===== src/rtl/pixel_pkg.sv =====
// Shared definitions for the RGB333 frame-buffer write path: pixel width,
// RGB333 field positions, writer FSM encoding and colour-bar palette.
package pixel_pkg;

    localparam int PIX_W = 9;

    // RGB333 field positions inside a 9-bit frame-buffer word
    localparam int R_HI = 8;
    localparam int R_LO = 6;
    localparam int G_HI = 5;
    localparam int G_LO = 3;
    localparam int B_HI = 2;
    localparam int B_LO = 0;

    typedef enum logic [1:0] {
        IDLE       = 2'd0,
        WAIT_FRAME = 2'd1,
        ACTIVE     = 2'd2
    } wr_state_t;

    // Vertical colour bars, left to right
    localparam logic [PIX_W-1:0] BAR_0 = 9'h1FF;
    localparam logic [PIX_W-1:0] BAR_1 = 9'h1F8;
    localparam logic [PIX_W-1:0] BAR_2 = 9'h03F;
    localparam logic [PIX_W-1:0] BAR_3 = 9'h038;
    localparam logic [PIX_W-1:0] BAR_4 = 9'h1C7;
    localparam logic [PIX_W-1:0] BAR_5 = 9'h1C0;
    localparam logic [PIX_W-1:0] BAR_6 = 9'h007;
    localparam logic [PIX_W-1:0] BAR_7 = 9'h000;

    function automatic logic [PIX_W-1:0] bar_color(input logic [2:0] idx);
        logic [PIX_W-1:0] c;
        case (idx)
            3'd0:    c = BAR_0;
            3'd1:    c = BAR_1;
            3'd2:    c = BAR_2;
            3'd3:    c = BAR_3;
            3'd4:    c = BAR_4;
            3'd5:    c = BAR_5;
            3'd6:    c = BAR_6;
            3'd7:    c = BAR_7;
            default: c = BAR_7;
        endcase
        return c;
    endfunction

endpackage


===== src/rtl/rgb565_to_rgb333.sv =====
// Combinational RGB565 -> RGB333 quantiser. Input is {byte0, byte1} as the
// camera delivers them; the top three bits of each channel are kept.
module rgb565_to_rgb333
    import pixel_pkg::*;
(
    input  logic [15:0]      pix565,
    output logic [PIX_W-1:0] pix333
);

    // Low-order channel bits are deliberately dropped by the quantiser
    logic unused_bits_s;

    // Select the channel MSBs into the RGB333 fields
    always_comb begin
        pix333              = '0;
        pix333[R_HI:R_LO]   = pix565[15:13];
        pix333[G_HI:G_LO]   = pix565[10:8];
        pix333[B_HI:B_LO]   = pix565[4:2];
        unused_bits_s       = ^{pix565[12:11], pix565[7:5], pix565[1:0]};
    end

endmodule


===== src/rtl/camera_pixel_writer.sv =====
// Camera RGB565 byte stream -> RGB333 frame-buffer writer.
// Optional build macro: CAMERA_PIXEL_WRITER_TEST_PATTERN_EN adds a test_mode
// input that replaces written pixels with 8 vertical colour bars.
module camera_pixel_writer
    import pixel_pkg::*;
#(
    parameter int H_ACTIVE = 320,
    parameter int V_ACTIVE = 240,
    parameter int ADDR_W   = 17
) (
    input  logic              clk,
    input  logic              reset,
    input  logic [7:0]        cam_data,
    input  logic              cam_valid,
    input  logic              cam_href,
    input  logic              cam_vsync,
`ifdef CAMERA_PIXEL_WRITER_TEST_PATTERN_EN
    input  logic              test_mode,
`endif
    output logic              wr_en,
    output logic [ADDR_W-1:0] wr_addr,
    output logic [PIX_W-1:0]  wr_data,
    output logic              frame_done,
    output logic [7:0]        frame_count,
    output logic              sync_err
);

    localparam int X_W = $clog2(H_ACTIVE + 1);
    localparam int Y_W = $clog2(V_ACTIVE + 1);

    localparam logic [X_W-1:0]    X_LIM  = X_W'(H_ACTIVE);
    localparam logic [Y_W-1:0]    Y_LIM  = Y_W'(V_ACTIVE);
    localparam logic [X_W-1:0]    X_ONE  = X_W'(1);
    localparam logic [Y_W-1:0]    Y_ONE  = Y_W'(1);
    localparam logic [ADDR_W-1:0] A_ONE  = ADDR_W'(1);
    localparam logic [ADDR_W-1:0] H_ADDR = ADDR_W'(H_ACTIVE);

    wr_state_t         state_r;
    logic [X_W-1:0]    x_r;
    logic [Y_W-1:0]    y_r;
    logic              phase_r;
    logic [7:0]        byte0_r;
    logic [ADDR_W-1:0] addr_r;
    logic              href_d_r;
    logic              vsync_d_r;

    logic              href_fall_s;
    logic              vsync_rise_s;
    logic              vsync_fall_s;
    logic              line_end_s;
    logic              byte_ok_s;
    logic              write_ok_s;
    logic              addr_skip_s;
    logic [Y_W-1:0]    y_line_end_s;
    logic [Y_W-1:0]    y_after_s;
    logic [PIX_W-1:0]  cam_pix_s;
    logic [PIX_W-1:0]  pix_data_s;

    rgb565_to_rgb333 u_conv (
        .pix565 ({byte0_r, cam_data}),
        .pix333 (cam_pix_s)
    );

`ifdef CAMERA_PIXEL_WRITER_TEST_PATTERN_EN
    logic [2:0] bar_idx_s;

    // Bar index = x*8/H_ACTIVE, found by counting the bar boundaries x has passed
    always_comb begin
        bar_idx_s = 3'd0;
        for (int k = 1; k < 8; k++) begin
            if (int'(x_r) >= (k * H_ACTIVE + 7) / 8) begin
                bar_idx_s = 3'(k);
            end else begin
                bar_idx_s = bar_idx_s;
            end
        end
    end

    // Pixel source: colour bars in test mode, camera data otherwise
    always_comb begin
        if (test_mode) begin
            pix_data_s = bar_color(bar_idx_s);
        end else begin
            pix_data_s = cam_pix_s;
        end
    end
`else
    // Pixel source is always the quantised camera data
    always_comb begin
        pix_data_s = cam_pix_s;
    end
`endif

    // Edge detection, line/frame bookkeeping and write gating
    always_comb begin
        href_fall_s  = href_d_r & ~cam_href;
        vsync_rise_s = ~vsync_d_r & cam_vsync;
        vsync_fall_s = vsync_d_r & ~cam_vsync;
        // vsync rising mid-line also closes the pending line
        line_end_s   = href_fall_s | (vsync_rise_s & cam_href);
        byte_ok_s    = cam_valid & cam_href;
        write_ok_s   = (x_r < X_LIM) && (y_r < Y_LIM);
        // short line: jump the running address to the next line start
        addr_skip_s  = (x_r != '0) && (x_r < X_LIM) && (y_r < Y_LIM);
        if ((x_r != '0) && (y_r < Y_LIM)) begin
            y_line_end_s = y_r + Y_ONE;
        end else begin
            y_line_end_s = y_r;
        end
        if (line_end_s) begin
            y_after_s = y_line_end_s;
        end else begin
            y_after_s = y_r;
        end
    end

    // Delayed copies of href/vsync for edge detection
    always_ff @(posedge clk or posedge reset) begin
        if (reset) begin
            href_d_r  <= 1'b0;
            vsync_d_r <= 1'b0;
        end else begin
            href_d_r  <= cam_href;
            vsync_d_r <= cam_vsync;
        end
    end

    // Frame FSM, pixel assembly, running address and registered write port
    always_ff @(posedge clk or posedge reset) begin
        if (reset) begin
            state_r     <= IDLE;
            x_r         <= '0;
            y_r         <= '0;
            phase_r     <= 1'b0;
            byte0_r     <= 8'h00;
            addr_r      <= '0;
            wr_en       <= 1'b0;
            wr_addr     <= '0;
            wr_data     <= '0;
            frame_done  <= 1'b0;
            frame_count <= 8'd0;
            sync_err    <= 1'b0;
        end else begin
            wr_en      <= 1'b0;
            frame_done <= 1'b0;
            case (state_r)
                IDLE: begin
                    if (cam_vsync) begin
                        state_r <= WAIT_FRAME;
                    end
                end
                WAIT_FRAME: begin
                    if (vsync_fall_s) begin
                        state_r <= ACTIVE;
                        x_r     <= '0;
                        y_r     <= '0;
                        phase_r <= 1'b0;
                        addr_r  <= '0;
                    end
                end
                ACTIVE: begin
                    if (line_end_s) begin
                        x_r     <= '0;
                        y_r     <= y_line_end_s;
                        phase_r <= 1'b0;
                        if (phase_r) begin
                            sync_err <= 1'b1;
                        end
                        if (addr_skip_s) begin
                            addr_r <= addr_r + (H_ADDR - ADDR_W'(x_r));
                        end
                    end
                    if (vsync_rise_s) begin
                        // bytes on this cycle are dropped so frame_done trails the last write
                        frame_done  <= 1'b1;
                        frame_count <= frame_count + 8'd1;
                        state_r     <= WAIT_FRAME;
                        if (y_after_s < Y_LIM) begin
                            sync_err <= 1'b1;
                        end
                    end else if (byte_ok_s) begin
                        if (!phase_r) begin
                            byte0_r <= cam_data;
                            phase_r <= 1'b1;
                        end else begin
                            phase_r <= 1'b0;
                            if (x_r < X_LIM) begin
                                x_r <= x_r + X_ONE;
                            end
                            if (write_ok_s) begin
                                wr_en   <= 1'b1;
                                wr_addr <= addr_r;
                                wr_data <= pix_data_s;
                                addr_r  <= addr_r + A_ONE;
                            end
                        end
                    end
                end
                default: begin
                    state_r <= IDLE;
                end
            endcase
        end
    end

endmodule

===== config.mk =====
export PLATFORM = sky130hd
export DESIGN_NAME = camera_pixel_writer
export DESIGN_NICKNAME = d
export VERILOG_FILES = /design/src/rtl/pixel_pkg.sv /design/src/rtl/rgb565_to_rgb333.sv /design/src/rtl/camera_pixel_writer.sv
export SDC_FILE = /design/constraint.sdc
export NUM_CORES = 1
export LEC_CHECK = 0
export BUFFER_PORTS_ARGS = -buffer_cell sky130_fd_sc_hd__buf_4
export CORE_MARGIN = 2
export CORE_UTILIZATION = 60
export CTS_BUF_LIST = sky130_fd_sc_hd__clkbuf_4 sky130_fd_sc_hd__clkbuf_8 sky130_fd_sc_hd__clkbuf_16
export CTS_CLUSTER_SIZE = 28
export DETAILED_ROUTE_END_ITERATION = 8
export HOLD_SLACK_MARGIN = 0.06
export PLACE_DENSITY = 0.89
export REMOVE_ABC_BUFFERS = 1
export SYNTH_ARGS = -nofsm -noshare
export SYNTH_HDL_FRONTEND = slang
export SYNTH_SLANG_ARGS = --single-unit

===== constraint.sdc =====
create_clock -name clk -period 4.1 [get_ports clk]
set_input_delay 1.025 -clock clk [delete_from_list [all_inputs] [get_ports clk]]
set_output_delay 1.025 -clock clk [all_outputs]
set_load 0.005 [all_outputs]

==> summary.md, run 1 <==
- **hold crit path type** reg -> reg
- **Area growth, synth to finish** 9.749%
- **gate count of the mapped netlist** 599
- **clock root cell** sky130_fd_sc_hd__clkbuf_8
- **count of input and output buffers** 49
- **worst path required time** 4.37 ns
- **critical path fanouts, max** 10
- **crit path DAT** 3.72 ns
- **clock skew** 0.01174 ns
- **cts-stage hold buffer count** 0
- **largest vdd supply drop** 0.2117 mV
- **P_leak** 0.002847 uW
- **worst stage delay on the critical path** 0.49 ns
- **total grt overflow** 0
- **crit end category** flip-flop
- **Primary FF master, synth** sky130_fd_sc_hd__dfrtp_1
- **unrepaired setup endpoints after global routing** no
- **number of nets in the layout** 665
- **post-CTS resize count** 0
- **die area** 9491 um^2
- **kind of start point of the critical path** flip-flop
- **Num CTS Buffers** 9
- **dominant cell type by area after synthesis** sky130_fd_sc_hd__dfrtp_1
- **run status** complete, no violations
- **Horiz. Die Dim** 97.42 um
- **post-route worst setup slack** 0.6487 ns
- **number of warning messages in the yosys log** 0
- **number of enable flip-flop cells after synthesis** 0
- **pin slew with the least headroom to its limit** 0.8607 ns
- **Place WS** 0.7579 ns
- **setup bufs post-CTS** 0
- **Buffers & Inverters on Critical Path** 0
- **detailed-route wire length** 13360 um
- **setup TNS** 0 ns
- **Pwr per Cell Area** 297.1 nW/um^2
- **highest attainable clock frequency** 289.7 MHz
- **Floorplan Core Area** 8593 um^2
- **antenna violations before repair** 0
- **Critical Setup Path Class** reg -> reg
- **number of endpoints with negative hold slack in the final report** 0
- **Clk pin slew, worst setup/hold paths** 0.09 ns
- **Post-synth ARST share** 100.0%
- **count of routing violations after the opening detailed-route iteration** 520
- **Cell variety after synth** 77
- **fraction of layout instances using a drive strength above 1** 16.22%
- **Site Rows** 34
- **overall routing resource usage** 28.68%
- **slowest library cell on the worst path** sky130_fd_sc_hd__dfrtp_1
- **met3 WL post-DR** 952 um
- **Wirelength per Cell** 17.98 um
- **first-pass GRT wire length** 22400 um
- **detailed-router iteration count before antenna repair** 7
- **max-slew violations** 0
- **Antenna Violating Nets Remaining** 0
- **Initial Util** 60.93%
- **sequential fraction of the synthesis area** 39.19%
- **Routed met1 length** 5263 um
- **Maximum Capacitance Violations** 0
- **most used cell along the critical path** sky130_fd_sc_hd__a311oi_1
- **share of Yosys cell area claimed by the top area cell type** 39.19%
- **number of primary I/O pins** 50
- **sequence of cells on the critical path** or3_1 -> o41a_1 -> o21a_1 -> ha_1 -> a21oi_1 -> o21ai_0 -> nor2_1 -> a211oi_1 -> a311oi_1 -> a311oi_1
- **number of storage elements in the synthesis netlist** 82
- **Period Utilization, post-route** 84.18%
- **clock net sink count** 82
- **hpwl dp** 9223 um
- **number of setup violations in the final report** 0
- **Residual DRC** 0
- **number of levels the H-tree was split into** 3
- **Routability Congestion** 0.9427
- **overall power of the completed layout** 1708 uW
- **vias in the first global route** 4644
- **highest routed layer** met4
- **via/cell ratio** 6.529
- **Post-Synthesis Mean Instance Area** 8.742 um^2
- **headroom to the max-slew limit** 42.62%
- **height of the chip** 97.42 um
- **Antenna Diode Count** 0
- **total standard cell area after synthesis** 5236 um^2
- **met2 wire len** 6795 um
- **shortest clock period the worst path allows after layout** 3.451 ns
- **cell family with the largest share of critical-path delay** compound AO/OA/AOI/OAI gates
- **maximum root-to-sink buffer count** 2
- **pin count of the biggest net entering global routing** 38
- **later-pin clock latency in the skew report** 0.36 ns
- **TritonCTS clock tree** done
- **overall via count from detail_route** 4851
- **most area-consuming cells after synthesis** sky130_fd_sc_hd__dfrtp_1 (39%), sky130_fd_sc_hd__nand2_1 (8.7%), sky130_fd_sc_hd__ha_1 (5.0%), sky130_fd_sc_hd__o21ai_0 (5.0%), sky130_fd_sc_hd__xnor2_1 (3.2%)
-- layout make-up --
| class | count | area (um^2) |
|---|---|---|
| Multi-Input combinational cell | 470 | 2913 |
| Fill cell | 664 | 2846 |
| Sequential cell | 82 | 2052 |
| Timing Repair Buffer | 54 | 405.4 |
| Clock buffer | 12 | 158.9 |
| Tap cell | 108 | 135.1 |
| Inverter | 13 | 50.05 |
| Clock inverter | 4 | 32.53 |
-- worst register-to-register path, stage by stage, from the launching register on --
cell	delay [ns]
sky130_fd_sc_hd__dfrtp_1	0.49
sky130_fd_sc_hd__or3_1	0.42
sky130_fd_sc_hd__o41a_1	0.35
sky130_fd_sc_hd__o21a_1	0.29
sky130_fd_sc_hd__ha_1	0.44
sky130_fd_sc_hd__a21oi_1	0.12
sky130_fd_sc_hd__o21ai_0	0.34
sky130_fd_sc_hd__nor2_1	0.09
sky130_fd_sc_hd__a211oi_1	0.46
sky130_fd_sc_hd__a311oi_1	0.10
sky130_fd_sc_hd__a311oi_1	0.26
-- metrics by stage --
stage               utilization (%)  instances  hold slack [ns]  instance area, um^2
floorplan                         -        565           0.4348                 5014
global placement              64.65        727           0.4419                 5555
detailed placement            64.65        727           0.4603                 5555
CTS                           66.88        743           0.4792                 5747
global route                  66.88        743           0.4916                 5747
finish                        66.88        743           0.4760                 5747
-- per-layer routing --
metal  global-route usage [%]  vias to the layer above
met1                    37.18                     2315
met3                    4.532                       41
met2                    49.97                      278
li1                         -                     2217
met5                        0                        -
met4                    8.120                        0
-- final timing paths --
kind | end | depth (start not counted) | startpoint | slack (ns)
min in group asynchronous | y_r[0]$_DFFE_PP0P_ | 2 | reset | 0.64
setup / recovery | addr_r[16]$_DFFE_PP0P_ | 10 | x_r[2]$_DFFE_PP0P_ | 0.65
hold / removal | frame_count[7]$_DFFE_PP0P_ | 1 | frame_count[7]$_DFFE_PP0P_ | 0.48
hold reg to reg | frame_count[7]$_DFFE_PP0P_ | 1 | frame_count[7]$_DFFE_PP0P_ | 0.48
max in group asynchronous | addr_r[6]$_DFFE_PP0P_ | 3 | reset | 2.69
setup reg to reg | addr_r[16]$_DFFE_PP0P_ | 10 | x_r[2]$_DFFE_PP0P_ | 0.65
-- sequential cells by signal, summed over array words and instances, names as in the netlist --
| signal | flops |
|---|---|
| x_r | 9 |
| vsync_d_r | 1 |
| frame_done | 1 |
| frame_count | 8 |
| y_r | 8 |
| addr_r | 17 |
| href_d_r | 1 |
| sync_err | 1 |
| wr_data | 9 |
| wr_addr | 17 |
| phase_r | 1 |
| wr_en | 1 |
| state_r | 2 |
| byte0_r | 6 |
-- cells in the mapped netlist, drive strengths merged, types with 3 or more instances --
| master | count |
|---|---|
| a21o | 11 |
| a211oi | 5 |
| o21a | 7 |
| o211ai | 6 |
| a31oi | 9 |
| nand3b | 3 |
| nand4 | 12 |
| nor3 | 16 |
| and3 | 15 |
| clkbuf | 14 |
| o21ai | 54 |
| nand2 | 123 |
| ha | 21 |
| xor2 | 6 |
| o31ai | 4 |
| xnor2 | 19 |
| o311ai | 3 |
| buf | 20 |
| dfrtp | 82 |
| a22o | 3 |
| o221ai | 3 |
| inv | 13 |
| a21oi | 32 |
| nand2b | 6 |
| a31o | 3 |
| a311oi | 5 |
| nor2 | 31 |
| nand3 | 24 |
| mux2 | 7 |
| nor4 | 5 |
-- report_power, final --
group | leakage (uW) | internal (uW) | switching (uW)
registers | 0.00112 | 860 | 53.9
clock network | 0.0000930 | 265 | 310
logic | 0.00163 | 97.4 | 121
total | 0.00285 | 1220 | 485
-- placed cells by master (no fill, tap or decap), types with 7 or more instances in the layout --
master / count
sky130_fd_sc_hd__inv_1: 12
sky130_fd_sc_hd__o21a_1: 7
sky130_fd_sc_hd__and3_1: 15
sky130_fd_sc_hd__nor3_1: 11
sky130_fd_sc_hd__clkbuf_8: 11
sky130_fd_sc_hd__ha_1: 21
sky130_fd_sc_hd__a21oi_1: 29
sky130_fd_sc_hd__nor2_1: 28
sky130_fd_sc_hd__buf_4: 54
sky130_fd_sc_hd__nand4_1: 11
sky130_fd_sc_hd__a31oi_1: 9
sky130_fd_sc_hd__o21ai_0: 52
sky130_fd_sc_hd__mux2_2: 7
sky130_fd_sc_hd__nand3_1: 24
sky130_fd_sc_hd__xnor2_1: 19
sky130_fd_sc_hd__nand2_1: 121
sky130_fd_sc_hd__dfrtp_1: 82
sky130_fd_sc_hd__a21o_1: 11
-- kinds of logic after synthesis --
logic type | Yosys count | synth area share [%]
and+or+nand+nor | 251 | 23.68
muxes | 8 | 1.697
AOI/OAI and AO/OA | 164 | 20.67
adders and majority gates | 22 | 5.400
xor gates and xnor gates | 25 | 4.182
buffers and inverters | 47 | 5.185
DFF | 82 | 39.19
Note: power is estimated with default switching activity, not from simulation.
==> run 2: changes to the inputs <==
clock period = 3.4 ns   (was 4.1 ns; I/O delays follow)
==> run 2 against run 1 <==
Power increased by 25%; design area increased by 1.5%; global-route usage increased by 1.7 points; count of clock-buffer cells in the layout decreased by 3; fmax increased by 8.5%; first-iteration DRC count decreased by 8.5%; critical path type unchanged.
==> summary.md, run 2 (synthesis gave the netlist of run 1 again) <==
- **Sequential cell area** 2052 um^2
- **overall power of the completed layout** 2138 uW
- **unrepaired setup endpoints after global routing** no
- **clock share of power** 36.0%
- **met1 capacity usage during global routing** 36.24%
- **worst-case register-to-register setup slack** 0.22 ns
- **clock skew** 0.009869 ns
- **Wirelength per Cell** 19.17 um
- **number of nets in the layout** 674
- **highest attainable clock frequency** 314.5 MHz
- **pin count of the biggest net entering global routing** 38
- **run status** complete, no violations
- **hpwl dp** 9786 um
- **number of setup violations in the final report** 0
- **area occupied by multi-input gates** 2913 um^2
- **number of primary I/O pins** 50
- **sequential cell fraction of total power** 51.4%
- **Period Utilization, post-route** 93.53%
- **fraction of layout instances using a drive strength above 1** 17.39%
- **cell family with the largest share of critical-path delay** compound AO/OA/AOI/OAI gates
- **number of endpoints with negative hold slack in the final report** 0
- **pin slew with the least headroom to its limit** 0.7912 ns
- **crit path DAT** 3.48 ns
- **Pwr per Cell Area** 366.6 nW/um^2
- **met3 global-route usage** 7.122%
- **vias in the first global route** 4858
- **Switching Share** 29.33%
- **detailed-router iteration count before antenna repair** 5
- **count of routing violations after the opening detailed-route iteration** 476
- **max-slew violations** 0
- **slowest library cell on the worst path** sky130_fd_sc_hd__dfrtp_1
- **Area growth, synth to finish** 11.40%
- **leading cell type in the layout, fill and taps excluded** sky130_fd_sc_hd__nand2_1
- **Floorplan Core Area** 8593 um^2
- **Antenna Diode Count** 0
- **total grt overflow** 0
- **setup bufs post-CTS** 0
- **Antenna Violating Nets Remaining** 0
- **post-CTS resize count** 0
- **P_leak** 0.002904 uW
- **sequence of cells on the critical path** or3_1 -> o41a_1 -> o21a_1 -> ha_1 -> a21o_1 -> a21oi_2 -> or3b_1 -> o221a_1 -> o2111a_1 -> nor3_2
- **worst path required time** 3.70 ns
- **number of levels the H-tree was split into** 3
- **Clk pin slew, worst setup/hold paths** 0.10 ns
- **Horiz. Die Dim** 97.42 um
- **post-route worst hold slack** 0.4811 ns
- **share of the core filled with cells** 67.88%
- **setup TNS** 0 ns
- **maximum root-to-sink buffer count** 2
- **Internal Power** 1511 uW
- **detailed-route wire length** 14410 um
- **fillers** 657
- **Site Rows** 34
- **overall routing resource usage** 30.36%
- **count of input and output buffers** 49
- **later-pin clock latency in the skew report** 0.38 ns
- **clock root cell** sky130_fd_sc_hd__clkbuf_8
- **clock net sink count** 82
- **switching power total** 627.1 uW
- **Critical Setup Path Class** reg -> reg
- **Comb power frac** 12.6%
- **via/cell ratio** 6.681
- **antenna violations before repair** 0
- **leading registers by flop count** addr_r: 17 flops, wr_addr: 17 flops
- **TritonCTS clock tree** done
- **critical path fanouts, max** 7
- **shortest clock period the worst path allows after layout** 3.180 ns
- **headroom to the max-slew limit** 46.81%
- **Maximum Capacitance Violations** 0
- **hold crit path type** reg -> reg
- **overall via count from detail_route** 5024
- **worst stage delay on the critical path** 0.39 ns
- **cts-stage hold buffer count** 0
- **Initial Util** 60.93%
- **Place WS** 0.2546 ns
- **GR Util met2** 50.24%
- **kind of start point of the critical path** flip-flop
- **largest vdd supply drop** 0.3366 mV
- **Num CTS Buffers** 9
- **highest-count cells in the layout ignoring fill and taps** sky130_fd_sc_hd__nand2_1 (121), sky130_fd_sc_hd__dfrtp_1 (82), sky130_fd_sc_hd__buf_4 (63), sky130_fd_sc_hd__o21ai_0 (51), sky130_fd_sc_hd__a21oi_1 (29)
- **Residual DRC** 0
- **height of the chip** 97.42 um
- **Routability Congestion** 0.9491
- **crit end category** flip-flop
- **post-route worst setup slack** 0.2199 ns
- **first-pass GRT wire length** 23250 um
- **Buffers & Inverters on Critical Path** 0
- **layer carrying the most global-route usage** met2
- **die area** 9491 um^2
## run 2: changes by cell type in the layout (fill, tap and decap cells not counted), moves of 2 or more
cell                       before  now
sky130_fd_sc_hd__buf_4         54   63
sky130_fd_sc_hd__clkinv_4       0    3
sky130_fd_sc_hd__clkbuf_8      11    9
sky130_fd_sc_hd__inv_6          2    0
sky130_fd_sc_hd__inv_8          0    2
## run 2: final cells by class
| cell class | instances | share of cell area [%] |
|---|---|---|
| clock buffers | 9 | 2.124 |
| well taps | 108 | 2.317 |
| inverters | 13 | 0.8580 |
| repair buffers | 63 | 8.108 |
| flip-flops and latches | 82 | 35.18 |
| multi-input cells | 470 | 49.94 |
| clock inverters | 7 | 1.480 |
## run 2: metal layers
layer,wire length [um],share of wire [%]
met5,0,0
met2,7093,49
met1,5289,37
met3,1257,8.7
met4,774,5.4
## run 2: worst register-to-register path, cell delays in order (launching register included)
cell and delay, ns:
sky130_fd_sc_hd__dfrtp_1 0.39, sky130_fd_sc_hd__or3_1 0.39, sky130_fd_sc_hd__o41a_1 0.36, sky130_fd_sc_hd__o21a_1 0.29, sky130_fd_sc_hd__ha_1 0.39, sky130_fd_sc_hd__a21o_1 0.21, sky130_fd_sc_hd__a21oi_2 0.16, sky130_fd_sc_hd__or3b_1 0.36
sky130_fd_sc_hd__o221a_1 0.23, sky130_fd_sc_hd__o2111a_1 0.25, sky130_fd_sc_hd__nor3_2 0.09
## run 2: worst paths after layout
path	to	depth (start not counted)	startpoint
max in group asynchronous	y_r[3]$_DFFE_PP0P_	3	reset
max	addr_r[13]$_DFFE_PP0P_	10	x_r[2]$_DFFE_PP0P_
min	wr_data[4]$_DFFE_PP0P_	2	byte0_r[1]$_DFFE_PP0P_
min in group asynchronous	wr_addr[3]$_DFFE_PP0P_	2	reset
max reg2reg	addr_r[13]$_DFFE_PP0P_	10	x_r[2]$_DFFE_PP0P_
min reg2reg	wr_data[4]$_DFFE_PP0P_	2	byte0_r[1]$_DFFE_PP0P_
## run 2: power groups by stage
stage	sequential, uW	clock [uW]	combinational [uW]
global route	1110	808	295
global placement	1110	0	251
CTS	1100	764	268
detailed placement	1110	0	265
finish	1100	769	270
floorplan	1100	0	152
## run 2: stage by stage
step / instances / area [um^2]
detailed placement: 736 / 5623
global route: 752 / 5833
global placement: 736 / 5623
CTS: 752 / 5833
finish: 752 / 5833
floorplan: 565 / 5014
